## src/rtl/twos_to_bipolar_serializer_pkg.sv

```systemverilog
// twos_to_bipolar_pkg: shared types and the two's-complement to bipolar lane conversion.
// Rev 1.0
`default_nettype none

package twos_to_bipolar_pkg;

  localparam int MAX_BITS = 32;

  typedef enum logic [0:0] {
    ST_IDLE   = 1'b0,
    ST_STREAM = 1'b1
  } state_t;

  typedef enum logic [0:0] {
    LSB_FIRST = 1'b0,
    MSB_FIRST = 1'b1
  } plane_order_t;

  typedef struct packed {
    logic [MAX_BITS-1:0] p;
    logic [MAX_BITS-1:0] n;
    logic                zero;
  } bipolar_t;

  function automatic int unsigned idx_width(input int unsigned n);
    return (n <= 1) ? 1 : $clog2(n);
  endfunction

  // x holds an in_bits-wide word in its low bits; p/n come back truncated to in_bits-1.
  function automatic bipolar_t to_bipolar(input logic [MAX_BITS-1:0] x, input int unsigned in_bits);
    bipolar_t            r;
    logic [MAX_BITS-1:0] in_mask;
    logic [MAX_BITS-1:0] out_mask;
    logic [MAX_BITS-1:0] xm;
    logic [MAX_BITS-1:0] nx;
    in_mask  = (MAX_BITS'(1) << in_bits) - MAX_BITS'(1);
    out_mask = (MAX_BITS'(1) << (in_bits - 1)) - MAX_BITS'(1);
    xm       = x & in_mask;
    nx       = (~xm + MAX_BITS'(1)) & in_mask;
    r        = '0;
    r.zero   = (xm == '0);
    if (!r.zero) begin
      if (xm[in_bits-1]) begin
        r.p = ~nx & out_mask;
        r.n = nx & out_mask;
      end else begin
        r.p = xm & out_mask;
        r.n = ~xm & out_mask;
      end
    end
    return r;
  endfunction

endpackage

`default_nettype wire

```

## src/rtl/twos_to_bipolar_serializer_if.sv

```systemverilog
// twos_to_bipolar_serializer_if: input word handshake and output bit-plane handshake.
// Rev 1.0
`default_nettype none

interface twos_to_bipolar_serializer_if #(
  parameter int IN_BITS   = 4,
  parameter int NUM_LANES = 8
);
  localparam int OUT_BITS = IN_BITS - 1;
  localparam int IDX_W    = int'(twos_to_bipolar_pkg::idx_width(OUT_BITS));

  logic                                     in_valid;
  logic                                     in_ready;
  logic signed [NUM_LANES-1:0][IN_BITS-1:0] in_data;
  logic                                     in_msb_first;
  logic                                     out_valid;
  logic                                     out_ready;
  logic        [NUM_LANES-1:0]              out_p;
  logic        [NUM_LANES-1:0]              out_n;
  logic        [NUM_LANES-1:0]              out_zero;
  logic        [IDX_W-1:0]                  out_plane_idx;
  logic                                     out_last;

  modport master (
    output in_valid, in_data, in_msb_first, out_ready,
    input  in_ready, out_valid, out_p, out_n, out_zero, out_plane_idx, out_last
  );

  modport slave (
    input  in_valid, in_data, in_msb_first, out_ready,
    output in_ready, out_valid, out_p, out_n, out_zero, out_plane_idx, out_last
  );

endinterface

`default_nettype wire

```

## src/rtl/twos_to_bipolar_serializer_buffer.sv

```systemverilog
// bipolar_plane_buffer: per-lane p/n/zero storage with indexed bit-plane select.
// Rev 1.0
`default_nettype none

module bipolar_plane_buffer #(
  parameter int NUM_LANES = 8,
  parameter int OUT_BITS  = 3,
  parameter int IDX_W     = 2
) (
  input  wire logic                               clk,
  input  wire logic                               rst,
  input  wire logic                               load_i,
  input  wire logic [NUM_LANES-1:0][OUT_BITS-1:0] p_i,
  input  wire logic [NUM_LANES-1:0][OUT_BITS-1:0] n_i,
  input  wire logic [NUM_LANES-1:0]               zero_i,
  input  wire logic [IDX_W-1:0]                   idx_i,
  output logic      [NUM_LANES-1:0]               plane_p_o,
  output logic      [NUM_LANES-1:0]               plane_n_o,
  output logic      [NUM_LANES-1:0]               zero_o
);

  logic [NUM_LANES-1:0][OUT_BITS-1:0] p_q;
  logic [NUM_LANES-1:0][OUT_BITS-1:0] n_q;
  logic [NUM_LANES-1:0]               zero_q;

  always_ff @(posedge clk) begin
    if (rst) begin
      p_q    <= '0;
      n_q    <= '0;
      zero_q <= '0;
    end else if (load_i) begin
      p_q    <= p_i;
      n_q    <= n_i;
      zero_q <= zero_i;
    end
  end

  for (genvar l = 0; l < NUM_LANES; l++) begin : g_sel
    assign plane_p_o[l] = p_q[l][idx_i];
    assign plane_n_o[l] = n_q[l][idx_i];
  end

  assign zero_o = zero_q;

endmodule

`default_nettype wire

```

## src/rtl/twos_to_bipolar_serializer.sv

```systemverilog
// twos_to_bipolar_serializer: converts lane words to bipolar p/n and streams one bit-plane per cycle.
// Rev 1.0
`default_nettype none

module twos_to_bipolar_serializer
  import twos_to_bipolar_pkg::*;
#(
  parameter int IN_BITS   = 4,
  parameter int NUM_LANES = 8
) (
  input wire logic                    clk,
  input wire logic                    rst,
  twos_to_bipolar_serializer_if.slave bus
);

  localparam int OUT_BITS = IN_BITS - 1;
  localparam int IDX_W    = int'(idx_width(OUT_BITS));
  localparam logic [IDX_W-1:0] c_TOP_IDX  = IDX_W'(OUT_BITS - 1);
  localparam logic [IDX_W-1:0] c_PEN_IDX  = IDX_W'(OUT_BITS - 2);
  localparam logic [IDX_W-1:0] c_ONE      = IDX_W'(1);
  localparam logic             c_ONE_PLANE = (OUT_BITS == 1);

  state_t                             state_q;
  plane_order_t                       order_q;
  logic [IDX_W-1:0]                   idx_q;
  logic                               last_q;

  logic [NUM_LANES-1:0][OUT_BITS-1:0] w_p_d;
  logic [NUM_LANES-1:0][OUT_BITS-1:0] w_n_d;
  logic [NUM_LANES-1:0]               w_zero_d;
  logic [NUM_LANES-1:0]               w_plane_p;
  logic [NUM_LANES-1:0]               w_plane_n;
  logic [NUM_LANES-1:0]               w_zero;
  logic                               w_out_fire;
  logic                               w_handoff;
  logic                               w_in_ready;
  logic                               w_accept;

  for (genvar l = 0; l < NUM_LANES; l++) begin : g_lane
    bipolar_t w_conv;
    logic     w_unused_bits;
    assign w_conv        = to_bipolar(MAX_BITS'(bus.in_data[l]), IN_BITS);
    assign w_p_d[l]      = w_conv.p[OUT_BITS-1:0];
    assign w_n_d[l]      = w_conv.n[OUT_BITS-1:0];
    assign w_zero_d[l]   = w_conv.zero;
    assign w_unused_bits = ^{w_conv.p[MAX_BITS-1:OUT_BITS], w_conv.n[MAX_BITS-1:OUT_BITS]};
  end

  // Final-plane handoff reopens the input in the same cycle so transactions chain without a bubble.
  assign w_out_fire = (state_q == ST_STREAM) && bus.out_ready;
  assign w_handoff  = w_out_fire && last_q;
  assign w_in_ready = (state_q == ST_IDLE) || w_handoff;
  assign w_accept   = bus.in_valid && w_in_ready;

  always_ff @(posedge clk) begin
    if (rst) begin
      state_q <= ST_IDLE;
      order_q <= LSB_FIRST;
      idx_q   <= '0;
      last_q  <= 1'b0;
    end else if (w_accept) begin
      state_q <= ST_STREAM;
      order_q <= bus.in_msb_first ? MSB_FIRST : LSB_FIRST;
      idx_q   <= bus.in_msb_first ? c_TOP_IDX : '0;
      last_q  <= c_ONE_PLANE;
    end else if (w_handoff) begin
      state_q <= ST_IDLE;
      idx_q   <= '0;
      last_q  <= 1'b0;
    end else if (w_out_fire) begin
      if (order_q == MSB_FIRST) begin
        idx_q  <= idx_q - c_ONE;
        last_q <= (idx_q == c_ONE);
      end else begin
        idx_q  <= idx_q + c_ONE;
        last_q <= (idx_q == c_PEN_IDX);
      end
    end
  end

  bipolar_plane_buffer #(
    .NUM_LANES (NUM_LANES),
    .OUT_BITS  (OUT_BITS),
    .IDX_W     (IDX_W)
  ) u_buffer (
    .clk       (clk),
    .rst       (rst),
    .load_i    (w_accept),
    .p_i       (w_p_d),
    .n_i       (w_n_d),
    .zero_i    (w_zero_d),
    .idx_i     (idx_q),
    .plane_p_o (w_plane_p),
    .plane_n_o (w_plane_n),
    .zero_o    (w_zero)
  );

  assign bus.in_ready      = w_in_ready;
  assign bus.out_valid     = (state_q == ST_STREAM);
  assign bus.out_p         = w_plane_p;
  assign bus.out_n         = w_plane_n;
  assign bus.out_zero      = w_zero;
  assign bus.out_plane_idx = idx_q;
  assign bus.out_last      = last_q;

endmodule

`default_nettype wire

```

## src/flat_wrapper.sv

```systemverilog
// flat-port wrapper written by rule: the top's interface ports become plain ports
module twos_to_bipolar_serializer_flat import twos_to_bipolar_pkg::*;
#(
  parameter int IN_BITS   = 4,
  parameter int NUM_LANES = 8
)
  (clk, rst, bus_in_valid, bus_in_data, bus_in_msb_first, bus_out_ready, bus_in_ready, bus_out_valid, bus_out_p, bus_out_n, bus_out_zero, bus_out_plane_idx, bus_out_last);
  twos_to_bipolar_serializer_if #(.IN_BITS(IN_BITS), .NUM_LANES(NUM_LANES)) bus_i ();
  input wire logic clk;
  input wire logic rst;
  input wire logic [$bits(bus_i.in_valid)-1:0] bus_in_valid;
  input wire logic [$bits(bus_i.in_data)-1:0] bus_in_data;
  input wire logic [$bits(bus_i.in_msb_first)-1:0] bus_in_msb_first;
  input wire logic [$bits(bus_i.out_ready)-1:0] bus_out_ready;
  output wire logic [$bits(bus_i.in_ready)-1:0] bus_in_ready;
  output wire logic [$bits(bus_i.out_valid)-1:0] bus_out_valid;
  output wire logic [$bits(bus_i.out_p)-1:0] bus_out_p;
  output wire logic [$bits(bus_i.out_n)-1:0] bus_out_n;
  output wire logic [$bits(bus_i.out_zero)-1:0] bus_out_zero;
  output wire logic [$bits(bus_i.out_plane_idx)-1:0] bus_out_plane_idx;
  output wire logic [$bits(bus_i.out_last)-1:0] bus_out_last;
  assign bus_i.in_valid = bus_in_valid;
  assign bus_i.in_data = bus_in_data;
  assign bus_i.in_msb_first = bus_in_msb_first;
  assign bus_i.out_ready = bus_out_ready;
  assign bus_in_ready = bus_i.in_ready;
  assign bus_out_valid = bus_i.out_valid;
  assign bus_out_p = bus_i.out_p;
  assign bus_out_n = bus_i.out_n;
  assign bus_out_zero = bus_i.out_zero;
  assign bus_out_plane_idx = bus_i.out_plane_idx;
  assign bus_out_last = bus_i.out_last;
  twos_to_bipolar_serializer #(.IN_BITS(IN_BITS), .NUM_LANES(NUM_LANES)) u_core (.clk(clk), .rst(rst), .bus(bus_i));
endmodule
```

## config.mk

```make
export PLATFORM = sky130hd
export DESIGN_NAME = twos_to_bipolar_serializer_flat
export DESIGN_NICKNAME = d
export VERILOG_FILES = /design/src/rtl/twos_to_bipolar_serializer_pkg.sv /design/src/rtl/twos_to_bipolar_serializer_if.sv /design/src/rtl/twos_to_bipolar_serializer_buffer.sv /design/src/rtl/twos_to_bipolar_serializer.sv /design/src/flat_wrapper.sv
export SDC_FILE = /design/constraint.sdc
export NUM_CORES = 1
export LEC_CHECK = 0
export BUFFER_PORTS_ARGS = -buffer_cell sky130_fd_sc_hd__clkbuf_2
export CORE_MARGIN = 1.5
export CORE_UTILIZATION = 42
export CTS_CLUSTER_DIAMETER = 150
export DETAILED_ROUTE_END_ITERATION = 16
export REMOVE_ABC_BUFFERS = 1
export SETUP_SLACK_MARGIN = 0.2
export SLEW_MARGIN = 40
export SYNTH_ARGS = -nofsm -noshare
export SYNTH_HDL_FRONTEND = slang
export SYNTH_SLANG_ARGS = --single-unit
```

## constraint.sdc

```tcl
create_clock -name clk -period 1.9 [get_ports clk]
set_input_delay 0.38 -clock clk [delete_from_list [all_inputs] [get_ports clk]]
set_output_delay 0.38 -clock clk [all_outputs]
set_load 0.005 [all_outputs]
```

==> results.cfg <==
[min_path]
worstHoldPathType = in2reg
hold_depth = 3
holdPathEnd = u_core.order_q
holdCritStartpoint = bus_in_msb_first

[drt]
drt_iter0_markers = 98
dr.pass1.iters = 4
drt_wl_total_um = 7079
num_vias = 2883
drc = 0
ant_nets = 0
drt-wirelength-per-cell_um = 12.33
viasPerCell = 5.023

[yosys]
ys_ff_latch = 61
netlist_area_um2 = 3147
async_reset_ff_share_pct = 0
yosysUniqueCellTypes = 30
avgSynthCellArea_um2 = 7.789
ys.flop_type = dfxtp_1
synth_edf_count = 0
yosysTopAreaCell = dfxtp_1
yosysSeqAreaShare_pct = 38.81
yosysWarnings = 0
synth_top_area_share_pct = 38.81
ys_top_cells_by_area = dfxtp_1 (39%), nand2_1 (8.9%), a21oi_1 (7.0%), mux2i_1 (5.7%), nor2_1 (4.3%)
syn_inst = 404

[cts]
cts_sinks = 61
cts_tree = done
path_clk_slew_ns = 0.07
cts_made_buffers = 9
clock-root-buffer = clkbuf_8
htree_levels = 3
worstSkewPairLatency_ns = 0.33
clock_path_buffers = 2

[global_routing]
grt_max_degree = 62
grt-ovfl-total = 0
grt_usage_pct = 18.79
first_global_vias = 2673
grt_pass1_wl_um = 11560
antenna_found_initial = 0

[place]
detailedPlace.worstSlack_ns = 0.2182
portBuffers = 65
hpwl_um = 5002
gp_congestion = 0.7637
placed_area_um2 = 3577
dp.cells = 554

[setup_path]
r2r_start = u_core.bus.out_last
required_ns = 1.52
crit_fanout = 12
crit_slowest_cell = dfxtp_4
critPathMaxStageDelay_ns = 0.42
worstPathArrival_ns = 1.33
startpoint_type = flop
worstRegToRegCells = 4
reg2reg_slack_ns = 0.31
crit_family = flip-flops
path_cells = buf_12 -> mux2i_1 -> o22ai_1 -> clkbuf_2
path_class = reg2out
r2r_end = u_core.u_buffer.n_q[6]
critPathBufInv = 2
cp-end-kind = output pin

[floorplan]
die_y_um = 89.56
start_util_pct = 43.38
dieWidth_um = 89.56
core_area_um2 = 7253
die-area_um2 = 8021
floorplan.rows = 31
io_pins = 66

[sta]
slew_violations = 0
period_needed_ns = 1.707
finalSetupViolCount = 0
finalWorstSetupSlack_ns = 0.1925
final.setup.tns_ns = 0
hold_violations = 0
fmax_mhz = 585.7
tightest_slew_ns = 0.5542
skew_ns = 0.008873
rsz0062_at_grt = yes
relSlewSlack_pct = 62.97
fin_crit_sh_pct = 89.87

[power_and_ir_drop]
swShare_pct = 27.02
power.density_nw_per_um2 = 800.5
netSwitchingPower_uw = 830.7
p_int_uw = 2244
comb_power_share_pct = 17.8
seqPwrFrac_pct = 45.8
vdd_drop_max_mv = 0.3104
p_leak_uw = 0.001623
power_frac_clock_pct = 36.4

[layout]
nNetsFinal = 516
syn_to_final_growth_pct = 22.07
mostFrequentLayoutCell = nand2_1
drive_above_1_share_pct = 22.53
stdcell_area_um2 = 3841
final_util_pct = 52.96
n_antenna_cell = 0
stdcell_count = 574
final_cell_mix = nand2_1 (74), clkbuf_2 (63), dfxtp_1 (59)

[job]
cap_violations = 0

[status]
status = completed
-- cells in the mapped netlist, drive strengths merged, types with 4 or more instances --
master,number
nor3,10
nand3b,10
a21oi,44
o21ai,21
buf,14
nor2,36
o22ai,4
clkbuf,11
or3,6
dfxtp,61
mux2i,18
or3b,5
nand3,23
xor2,13
inv,18
a211oi,9
xnor2,4
nand2,76
ha,9
-- worst register-to-register path, cell delays in order (launching register included) --
cell and delay [ns]:
dfxtp_1 0.43, a21bo_4 0.19, nand2_4 0.26, or3_1 0.48, a21oi_1 0.16
-- per-stage QoR --
step / hold slack, ns / total power, uW
final: 0.2717 / 3075
after floorplan: 0.4251 / 1734
after global placement: 0.4378 / 1958
after detailed placement: 0.4423 / 1970
after CTS: 0.2627 / 3116
after global routing: 0.2828 / 3255
-- flip-flops by register name, summed over array words and instances (netlist names) --
signal                    flops
u_core.u_buffer.zero_o        8
u_core.bus.out_last           1
u_core.bus.out_plane_idx      2
u_core.u_buffer.p_q          24
u_core.u_buffer.n_q          24
u_core.bus.out_valid          1
u_core.order_q                1
-- how the worst max path moves through the flow --
stage / from / to / cells after the start
floorplan: u_core.bus.out_last / u_core.u_buffer.n_q[0] / 4
global placement: u_core.bus.out_plane_idx[0] / bus_out_p[1] / 5
detailed placement: bus_out_ready / u_core.u_buffer.p_q[5] / 6
CTS: u_core.bus.out_plane_idx[1] / bus_out_n[4] / 4
global route: u_core.bus.out_plane_idx[1] / bus_out_n[6] / 4
finish: u_core.bus.out_plane_idx[1] / bus_out_n[5] / 4
-- power by group through the flow --
stage	combinational, uW	clock, uW	sequential (uW)
2_1_floorplan	295	0	1440
3_3_place_gp	523	0	1440
3_5_place_dp	531	0	1440
4_1_cts	549	1160	1410
5_1_grt	624	1210	1420
6_report	547	1120	1410
-- routing by layer --
metal	wire (um)	vias up	track usage (%)
met4	123	0	8.252
met2	3264	67	31.34
li1	-	1502	-
met5	0	-	0
met3	291	12	4.155
met1	3400	1302	23.18
-- layout make-up --
type	count	area, um^2
Fill cell	753	3412
Multi-Input combinational cell	300	1743
Sequential cell	61	1229
Timing Repair Buffer	80	486.7
Clock buffer	11	141.4
Tap cell	99	123.9
Inverter	18	67.56
Clock inverter	5	50.05
-- cell families after synthesis --
| logic type | synth area share [%] |
|---|---|
| compound gates | 14.55 |
| xor+xnor | 4.732 |
| fa+ha+maj | 3.579 |
| buf+inv | 6.600 |
| flops | 38.81 |
| mux | 6.799 |
| simple gates | 24.93 |
-- timing repair --
item / in CTS / in global routing
gates resized for setup: 15 / 8
setup endpoints to repair: 16 / 35
hold buffers: 0 / 0
buffers inserted: 3 / 1
Note: power is estimated with default switching activity, not from simulation.
